File: config.mk
export PLATFORM = sky130hd
export DESIGN_NAME = layer2_maxpool2x2_stride2_depth4
export DESIGN_NICKNAME = d
export VERILOG_FILES = /design/src/rtl/cnn_pkg.sv /design/src/rtl/maxpool2x2_lane.sv /design/src/rtl/layer2_maxpool2x2_stride2_depth4.sv
export SDC_FILE = /design/constraint.sdc
export NUM_CORES = 2
export LEC_CHECK = 0
export BUFFER_PORTS_ARGS = -buffer_cell sky130_fd_sc_hd__buf_2
export CAP_MARGIN = 20
export CORE_MARGIN = 2
export CORE_UTILIZATION = 61
export DETAILED_ROUTE_END_ITERATION = 8
export PLACE_DENSITY = 0.85
export SLEW_MARGIN = 30
export SYNTH_ARGS = -nofsm -noshare
export SYNTH_HDL_FRONTEND = slang
export SYNTH_HIERARCHICAL = 1
export SYNTH_SLANG_ARGS = --single-unit
File: constraint.sdc
create_clock -name clk -period 6.5 [get_ports clk]
set_input_delay 0.65 -clock clk [delete_from_list [all_inputs] [get_ports clk]]
set_output_delay 0.65 -clock clk [all_outputs]
set_load 0.005 [all_outputs]
File: src/rtl/cnn_pkg.sv
// Shared definitions for the CNN pooling stages: default sizes, counter widths
// and the sign-aware maximum used by every pooling lane.
package cnn_pkg;

  localparam int DATAWIDTH = 32;
  localparam int MAX_DW    = 64;
  localparam int IMG_W_DEF = 8;
  localparam int IMG_H_DEF = 8;

  function automatic int cnt_w(input int n);
    return (n > 1) ? $clog2(n) : 1;
  endfunction

  localparam int COL_W = cnt_w(IMG_W_DEF);
  localparam int ROW_W = cnt_w(IMG_H_DEF);
  localparam int PIX_W = cnt_w(IMG_W_DEF * IMG_H_DEF);

  // Operands arrive already sign- or zero-extended to MAX_DW by the caller.
  function automatic logic [MAX_DW-1:0] max2(input logic [MAX_DW-1:0] a,
                                              input logic [MAX_DW-1:0] b,
                                              input logic              signed_mode);
    logic a_gt;
    if (signed_mode) begin
      a_gt = ($signed(a) > $signed(b));
    end else begin
      a_gt = (a > b);
    end
    return a_gt ? a : b;
  endfunction

endpackage

File: src/rtl/maxpool2x2_lane.sv
// One channel of the 2x2/stride-2 max pool: pair register, half-width line
// buffer holding the even-row horizontal maxima, and the output register.
module maxpool2x2_lane
  import cnn_pkg::*;
#(
  parameter int DW     = 32,
  parameter int PW     = 4,
  parameter int IDX_W  = 2,
  parameter int SIGNED = 1
) (
  input  logic             clk,
  input  logic             rst,
  input  logic             pair_we,
  input  logic             lb_we,
  input  logic             out_we,
  input  logic [IDX_W-1:0] idx,
  input  logic [DW-1:0]    din,
  output logic [DW-1:0]    dout
);

  localparam logic SIGNED_B = (SIGNED != 0);

  logic [DW-1:0]     pair_q, pair_d;
  logic [DW-1:0]     out_q, out_d;
  logic [DW-1:0]     hmax_s;
  logic [DW-1:0]     linebuf_q [PW];
  logic [MAX_DW-1:0] pair_ext_s, din_ext_s, lb_ext_s, hmax_ext_s, vmax_ext_s;

  // Horizontal max of the pair, then vertical max against the buffered row.
  always_comb begin
    pair_ext_s           = {MAX_DW{SIGNED_B & pair_q[DW-1]}};
    pair_ext_s[DW-1:0]   = pair_q;
    din_ext_s            = {MAX_DW{SIGNED_B & din[DW-1]}};
    din_ext_s[DW-1:0]    = din;
    hmax_ext_s           = max2(pair_ext_s, din_ext_s, SIGNED_B);
    hmax_s               = hmax_ext_s[DW-1:0];
    lb_ext_s             = {MAX_DW{SIGNED_B & linebuf_q[idx][DW-1]}};
    lb_ext_s[DW-1:0]     = linebuf_q[idx];
    vmax_ext_s           = max2(lb_ext_s, hmax_ext_s, SIGNED_B);
    pair_d               = pair_q;
    out_d                = out_q;
    if (pair_we) begin
      pair_d = din;
    end else begin
      pair_d = pair_q;
    end
    if (out_we) begin
      out_d = vmax_ext_s[DW-1:0];
    end else begin
      out_d = out_q;
    end
  end

  // Pair and output registers.
  always_ff @(posedge clk or negedge rst) begin
    if (!rst) begin
      pair_q <= '0;
      out_q  <= '0;
    end else begin
      pair_q <= pair_d;
      out_q  <= out_d;
    end
  end

  // Line buffer contents are don't-care after reset, so it carries no reset.
  always_ff @(posedge clk) begin
    if (lb_we) begin
      linebuf_q[idx] <= hmax_s;
    end
  end

  assign dout = out_q;

endmodule

File: src/rtl/layer2_maxpool2x2_stride2_depth4.sv
// Four-channel 2x2 stride-2 max pool over a raster-order stream; the shared
// col/row counters steer four identical lanes.
module layer2_maxpool2x2_stride2_depth4
  import cnn_pkg::*;
#(
  parameter int IMG_Width  = 8,
  parameter int IMG_Height = 8,
  parameter int Datawidth  = DATAWIDTH,
  parameter int Signed     = 1
) (
  input  logic                 clk,
  input  logic                 rst,
  input  logic                 valid_in,
  input  logic [Datawidth-1:0] In_0,
  input  logic [Datawidth-1:0] In_1,
  input  logic [Datawidth-1:0] In_2,
  input  logic [Datawidth-1:0] In_3,
  output logic                 valid_out,
  output logic [Datawidth-1:0] Out_0,
  output logic [Datawidth-1:0] Out_1,
  output logic [Datawidth-1:0] Out_2,
  output logic [Datawidth-1:0] Out_3,
  output logic                 last_out
);

  localparam int PW     = IMG_Width / 2;
  localparam int PH     = IMG_Height / 2;
  localparam int CW     = cnt_w(IMG_Width);
  localparam int RW     = cnt_w(IMG_Height);
  localparam int IDX_W  = cnt_w(PW);

  logic [CW-1:0]        col_q, col_d;
  logic [RW-1:0]        row_q, row_d;
  logic                 valid_out_q, valid_out_d;
  logic                 last_out_q, last_out_d;
  logic                 pair_we_s, lb_we_s, out_we_s;
  logic [IDX_W-1:0]     idx_s;
  logic [Datawidth-1:0] in_s  [4];
  logic [Datawidth-1:0] out_s [4];

  // Odd columns/rows never fall in the ignored edge of an odd-sized frame,
  // so the strobes need no extra range gating.
  always_comb begin
    col_d       = col_q;
    row_d       = row_q;
    pair_we_s   = 1'b0;
    lb_we_s     = 1'b0;
    out_we_s    = 1'b0;
    last_out_d  = 1'b0;
    idx_s       = IDX_W'(col_q >> 1);
    if (valid_in) begin
      if (col_q == CW'(IMG_Width - 1)) begin
        col_d = '0;
        if (row_q == RW'(IMG_Height - 1)) begin
          row_d = '0;
        end else begin
          row_d = row_q + RW'(1);
        end
      end else begin
        col_d = col_q + CW'(1);
      end
      pair_we_s  = ~col_q[0];
      lb_we_s    = col_q[0] & ~row_q[0];
      out_we_s   = col_q[0] & row_q[0];
      last_out_d = out_we_s && (col_q == CW'(2 * PW - 1)) && (row_q == RW'(2 * PH - 1));
    end else begin
      col_d = col_q;
    end
    valid_out_d = out_we_s;
  end

  // Position counters and output strobes.
  always_ff @(posedge clk or negedge rst) begin
    if (!rst) begin
      col_q       <= '0;
      row_q       <= '0;
      valid_out_q <= 1'b0;
      last_out_q  <= 1'b0;
    end else begin
      col_q       <= col_d;
      row_q       <= row_d;
      valid_out_q <= valid_out_d;
      last_out_q  <= last_out_d;
    end
  end

  assign in_s[0] = In_0;
  assign in_s[1] = In_1;
  assign in_s[2] = In_2;
  assign in_s[3] = In_3;

  for (genvar k = 0; k < 4; k++) begin : g_lane
    maxpool2x2_lane #(
      .DW     (Datawidth),
      .PW     (PW),
      .IDX_W  (IDX_W),
      .SIGNED (Signed)
    ) u_lane (
      .clk     (clk),
      .rst     (rst),
      .pair_we (pair_we_s),
      .lb_we   (lb_we_s),
      .out_we  (out_we_s),
      .idx     (idx_s),
      .din     (in_s[k]),
      .dout    (out_s[k])
    );
  end

  assign valid_out = valid_out_q;
  assign last_out  = last_out_q;
  assign Out_0     = out_s[0];
  assign Out_1     = out_s[1];
  assign Out_2     = out_s[2];
  assign Out_3     = out_s[3];

endmodule

Word-level counts from Yosys, hierarchy flattened. Memories as Yosys holds them, arrays and structs flattened. Index checks and enable logic that the tools add are counted.

Word-level logic and storage cells: 51. Memories: 4. Bits of input ports: 131. Register bits: 264. Bits in writable memories: 512. Output and inout port bits: 130.

Memory list: g_lane[0].u_lane.linebuf_q (words 4, width 32, read ports 1, clocked after Yosys merged registers in 0, wr ports 1, RTL line maxpool2x2_lane.sv:26) `logic [DW-1:0] linebuf_q [PW];`; g_lane[1].u_lane.linebuf_q (words 4, width 32, read ports 1, clocked after Yosys merged registers in 0, wr ports 1, RTL line maxpool2x2_lane.sv:26); g_lane[2].u_lane.linebuf_q (words 4, width 32, read ports 1, clocked after Yosys merged registers in 0, wr ports 1, RTL line maxpool2x2_lane.sv:26); g_lane[3].u_lane.linebuf_q (words 4, width 32, read ports 1, clocked after Yosys merged registers in 0, wr ports 1, RTL line maxpool2x2_lane.sv:26).

Equality and inequality tests: 2. Reduce and logical (&&, ||, !) cells: 3. Muxes and demuxes: 16. $lt $le $gt $ge: 8. Bitwise logic cells: 4. Add/subtract/negate cells: 2.

Operators by type and width (count): > comparator 32 x 64 -> 1 bit (4); 2-to-1 mux 64 bit (4); > comparator 32 bit (4); 2-to-1 mux 32 bit (4); adder 3 x 1 -> 3 bit (second input constant) (2); == test 3 bit (second input constant) (2); 2-to-1 mux 1 bit (6); 2-to-1 mux 3 bit (2); AND 1 bit (2); logical AND 1 bit (2); NOT 1 bit (2); AND reduction 2 bit (1).

Depth between registers and ports, before layout.
Depth after elaboration: 5. Gate-level depth with buffers: 20. Gate-level depth less buffers: 18.

By module. The synthesis kept the hierarchy.

By module, submodules not included: maxpool2x2_lane at g_lane[0].u_lane ... (area an instance 9446.6 µm², sequential area each 5445.2 µm², times used 2, cells each 650); maxpool2x2_lane at g_lane[2].u_lane (area an instance 10926.7 µm², sequential area each 5445.2 µm², times used 1, cells each 951); maxpool2x2_lane at g_lane[3].u_lane (area an instance 9261.4 µm², sequential area each 5445.2 µm², times used 1, cells each 648); layer2_maxpool2x2_stride2_depth4 (area an instance 397.9 µm², sequential area each 200.2 µm², times used 1, cells each 28).

Least setup slack after synthesis. No wires, ideal clock.

Path type: input to register. Start: input port In_0[17]. End: register g_lane[0].u_lane.out_q[17]. Required time: 6374 ps. Path slack: 1627 ps. Data arrival time: 4747 ps. Library setup time: 126 ps. Cell stages on the path: 19. Path buffers: 2. Cells stage by stage: inv_1 -> ha_1 -> a21o_1 -> a221o_1 -> a21o_1 -> or3_4 -> o221ai_4 -> buf_6 -> mux2_4 -> inv_1 -> ha_1 -> a21o_1 -> a21o_1 -> a21oi_1 -> o211ai_1 -> a211oi_1 -> clkbuf_1 -> nor3_1 -> a221o_1.

Cells in the longest elaborated chain, start to end: 4.

RTL lines: from (decl) (RTL line layer2_maxpool2x2_stride2_depth4.sv:14) `input logic [Datawidth-1:0] In_0,`; > comparator 32 bit (RTL line cnn_pkg.sv:24) `a_gt = ($signed(a) > $signed(b));`; 2-to-1 mux 64 bit (RTL line cnn_pkg.sv:28) `return a_gt ? a : b;`; net g_lane[0].u_lane.hmax_ext_s[13] (RTL line maxpool2x2_lane.sv:27) `logic [MAX_DW-1:0] pair_ext_s, din_ext_s, lb_ext_s, hmax_ext_s, vmax_ext_s;`; > comparator 32 x 64 -> 1 bit (RTL line cnn_pkg.sv:24); 2-to-1 mux 32 bit (RTL line cnn_pkg.sv:28); to (signal assigned) (RTL line maxpool2x2_lane.sv:61) `out_q <= out_d;`; to (decl) (RTL line maxpool2x2_lane.sv:24) `logic [DW-1:0] out_q, out_d;`.

The timed path passes the listed nets, and every way through them passes these cells. A chain may end at the register's enable or synchronous reset.

Final worst setup path.
Start: register g_lane[1].u_lane.pair_q[17]. End: register g_lane[1].u_lane.out_q[27].

Cells in the longest elaborated chain, start to end: 4.

RTL lines: from (decl) (RTL line maxpool2x2_lane.sv:23) `logic [DW-1:0] pair_q, pair_d;`; from (signal assigned) (RTL line maxpool2x2_lane.sv:60) `pair_q <= pair_d;`; > comparator 32 bit (RTL line cnn_pkg.sv:24); 2-to-1 mux 64 bit (RTL line cnn_pkg.sv:28); net g_lane[1].u_lane.hmax_ext_s[13] (RTL line maxpool2x2_lane.sv:27); > comparator 32 x 64 -> 1 bit (RTL line cnn_pkg.sv:24); 2-to-1 mux 32 bit (RTL line cnn_pkg.sv:28); to (signal assigned) (RTL line maxpool2x2_lane.sv:61); to (decl) (RTL line maxpool2x2_lane.sv:24).

The timed path passes the listed nets, and every way through them passes these cells.

==> summary.md <==
| Metric | Value |
|---|---|
| Setup CP Type | flop to flop |
| Largest net degree at the start of global routing | 112 |
| VDD IR max | 0.267 mV |
| Rows | between 90 and 100 |
| Final Max Slew Viols | 0 |
| Post-synthesis cell area | between 30000 and 40000 um2 |
| Sequential share of power | approximately a third |
| DIE HEIGHT | between 200 and 300 um |
| Post-DP HPWL | 64.4 mm |
| Worst-Skew Late Latency | 0.64 ns |
| Cell variety after synth | approximately 70 |
| DR WL/cell | roughly 24 um |
| Seq/Total Area, Yosys | 55.7% |
| Slew margin rel. | 34.0% |
| Pre-antenna DRT Iters | 7 |
| WHS Path Cells | 2 |
| Core footprint | approximately 64000 um2 |
| Minimum clock period | 5.94 ns |
| First-iteration detailed-routing DRC count | 2898 |
| Worst Hold End | g_lane[2].u_lane/pair_q[5] |
| Mean Syn Cell Area | 13.5 um2 |
| Element type at the critical path start | flop |
| Max cap viols | 0 |
| Yosys Warn Count | 6 |
| Critical path required time | about 7 ns |
| Hold Path Class | primary input to flop |
| Gr usage total | between 20 and 30% |
| TNS Setup | 0 ns |
| Commonest cells after routing, fill and taps aside | edfxtp_1, inv_1, dfrtp_1 |
| Dominant synthesized flop cell | edfxtp_1 |
| Final setup violation count | 0 |
| Clk pwr share | 21.8% |
| R2R Path Start | g_lane[1].u_lane/pair_q[17] |
| Die Width | 258 um |
| Slowest stage delay, CP | 0.56 ns |
| Async SR Flop Fraction | 34.0% |
| CTS max path bufs | 3 |
| Final Worst Setup Slack | 0.562 ns |
| Die area | 66800 um2 |
| Yosys reg bits | between 700 and 800 |
| Hold Path Origin | In_2[5] |
| Skew final | roughly 0.035 ns |
| I/O pin count | between 200 and 300 |
| Vias in the first global route | 27900 |
| Critical Path Start | g_lane[1].u_lane/pair_q[17] |
| Reg-to-Reg End | g_lane[1].u_lane/dout[27] |
| Post-Syn Nets | around 3300 |
| Crit-path cells | ha_1 > a21o_1 > a221o_1 > a21o_1 > or3_4 > o221ai_4 > buf_4 > mux2_4 > inv_1 > ha_1 > nand4_1 > nor4_1 > o21ai_0 > o211ai_1 > a211oi_4 > o21a_1 > buf_12 > a221o_1 |
| CTS tree | yes |
| Reg2reg setup slack | 0.56 ns |
| Multi-input gate area | 15600 um2 |
| Share of cells above drive strength 1 | 26.4% |
| Clock buffer count from CTS | slightly below 80 |
| Switching pwr | 8150 uW |
| Fillcell total | 4086 |
| Initial Util | roughly 60% |
| Via count | 26900 |
| Status | completed |
| Worst slack, placed | 0.525 ns |
| H-tree levels | 3 |
| Crit-path slowest cell | o221ai_4 |
| Slew @ Worst Pin | 0.990 ns |
| FMAX | ~170 MHz |
| Switching share of power | 37.5% |
| Cell Pwr Density | 487 nW/um2 |
| Vias/cell | 6.54 |
| Critical path data arrival time | ~6.4 ns |
| CP Max Fanout | 21 |
| Register-to-Register Path Depth | 18 |
| Reg clk slew, reported paths | ~0.06 ns |
| Worst Setup End Kind | flop |
| Initial antenna violation count | 22 |
| Nets@finish | 3568 |
| Hold Violations, Final | 0 |
| First-pass GRT wire length | 156 mm |
| GR Overflow Total | 0 |
| Commonest non-fill, non-tap cell in the layout | edfxtp_1 |
| Period utilization | around nine tenths |
| Gate power share | 43.2% |
| Post-synth EDFFs | 512 |
| Detailed Route WL | ~100 mm |
| Synth Instances | 2927 |
| Post-layout total power | 21800 uW |
| GP Congestion | 0.905 |
| Int Pwr | 13600 uW |
| Clock Root Buffer | clkbuf_16 |
| Area grow syn2layout | 13.1% |
| RSZ-0062 raised after global routing | false |
| Register area | 22000 um2 |
| Post-DRT Antenna Nets | 0 |
| Static leakage | 0.0185 uW |
| IO Port Bufs | 260 |
| CTS Sinks | 776 |
| Residual DRC | 0 |
## sequential cells by signal, indices dropped and copies added, names as in the netlist
register,cells
last_out,1
valid_out,1
g_lane.u_lane/dout,128
row_q,3
g_lane.u_lane/linebuf_q,512
g_lane.u_lane/pair_q,128
col_q,3
## critical path, delay by kind of cell (launching register included)
family | cells | cell delay (ns)
buf+inv | 3 | 0.80
simple gates | 3 | 1.06
mux | 1 | 0.29
fa+ha+maj | 2 | 0.66
compound gates | 9 | 2.58
flops | 1 | 0.40
## per-layer routing
metal / track usage (%) / vias to the layer above / share of wire (%)
li1: - / 11600 / -
met1: 39.3 / 13400 / 38
met2: 49.4 / 1547 / 49
met3: 5.48 / 297 / 8.9
met4: 12.9 / 12 / 4.0
met5: 0 / - / 0.071
## Yosys cell counts, types with 11 or more instances
library cell	number	share of area [%]
a21oi_1	87	1.1
edfxtp_1	512	39
mux2_4	64	2.4
o211ai_1	12	0.23
buf_2	32	0.41
inv_1	329	3.1
dfrtp_1	264	17
o221ai_1	62	1.4
a211oi_1	40	0.76
and3_1	36	0.57
mux2_2	130	3.7
ha_1	260	8.2
a211oi_2	31	0.98
clkbuf_1	109	1.0
o21ai_0	29	0.37
nand4_1	39	0.62
nand2_1	197	1.9
nand3_1	81	1.0
a221o_1	100	2.5
nor2_1	91	0.87
buf_6	11	0.31
mux4_2	128	7.3
a21o_1	28	0.53
mux2i_1	27	0.68
nor3_1	99	1.3
## how the worst max path moves through the flow
stage,endpoint,slack [ns]
floorplan,g_lane[0].u_lane/dout[17],1.63
global placement,g_lane[0].u_lane/dout[26],0.63
detailed placement,g_lane[1].u_lane/dout[27],0.53
CTS,g_lane[0].u_lane/dout[20],0.72
global route,g_lane[1].u_lane/dout[21],0.42
finish,g_lane[1].u_lane/dout[27],0.56
## power groups by stage
| stage | combinational [uW] | sequential [uW] | clock [uW] |
|---|---|---|---|
| after CTS | 9250 | 7600 | 4800 |
| after global placement | 8520 | 7610 | 0 |
| after global routing | 10200 | 7710 | 4980 |
| after floorplan | 6480 | 7340 | 0 |
| final | 9410 | 7610 | 4740 |
| after detailed placement | 9060 | 7680 | 0 |
## stage by stage
stage	instances	instance area [um2]	hold slack (ns)	utilization (%)
floorplan	2927	39500	0.354	-
global placement	3946	41800	0.491	65.0
detailed placement	3948	41800	0.498	65.1
CTS	4096	44500	0.137	69.3
global route	4113	44600	0.270	69.5
finish	4117	44600	0.283	69.5
## cell families after synthesis
family	synth area share [%]
buffers and inverters	5.07
adder cells (fa/ha/maj)	8.24
multiplexers	14.3
AND/OR/NAND/NOR	7.70
AO/OA/AOI/OAI	9.00
flip-flops	55.7
## cell type report
cell class | instances | share of cell area (%)
sequential | 776 | 49.3
multi-input combinational | 1661 | 35.0
clock buffer | 116 | 4.97
timing repair buffer | 330 | 4.45
inverter | 329 | 2.77
tap | 855 | 2.40
clock inverter | 32 | 1.10
antenna | 18 | 0.101
## timing repair
action,CTS,global route
hold endpoints to repair,0,43
hold buffers,0,1
gates resized for setup,0,0
setup buffers,0,0
setup endpoints to repair,0,0
No activity file was read; power rests on OpenSTA's default activity.
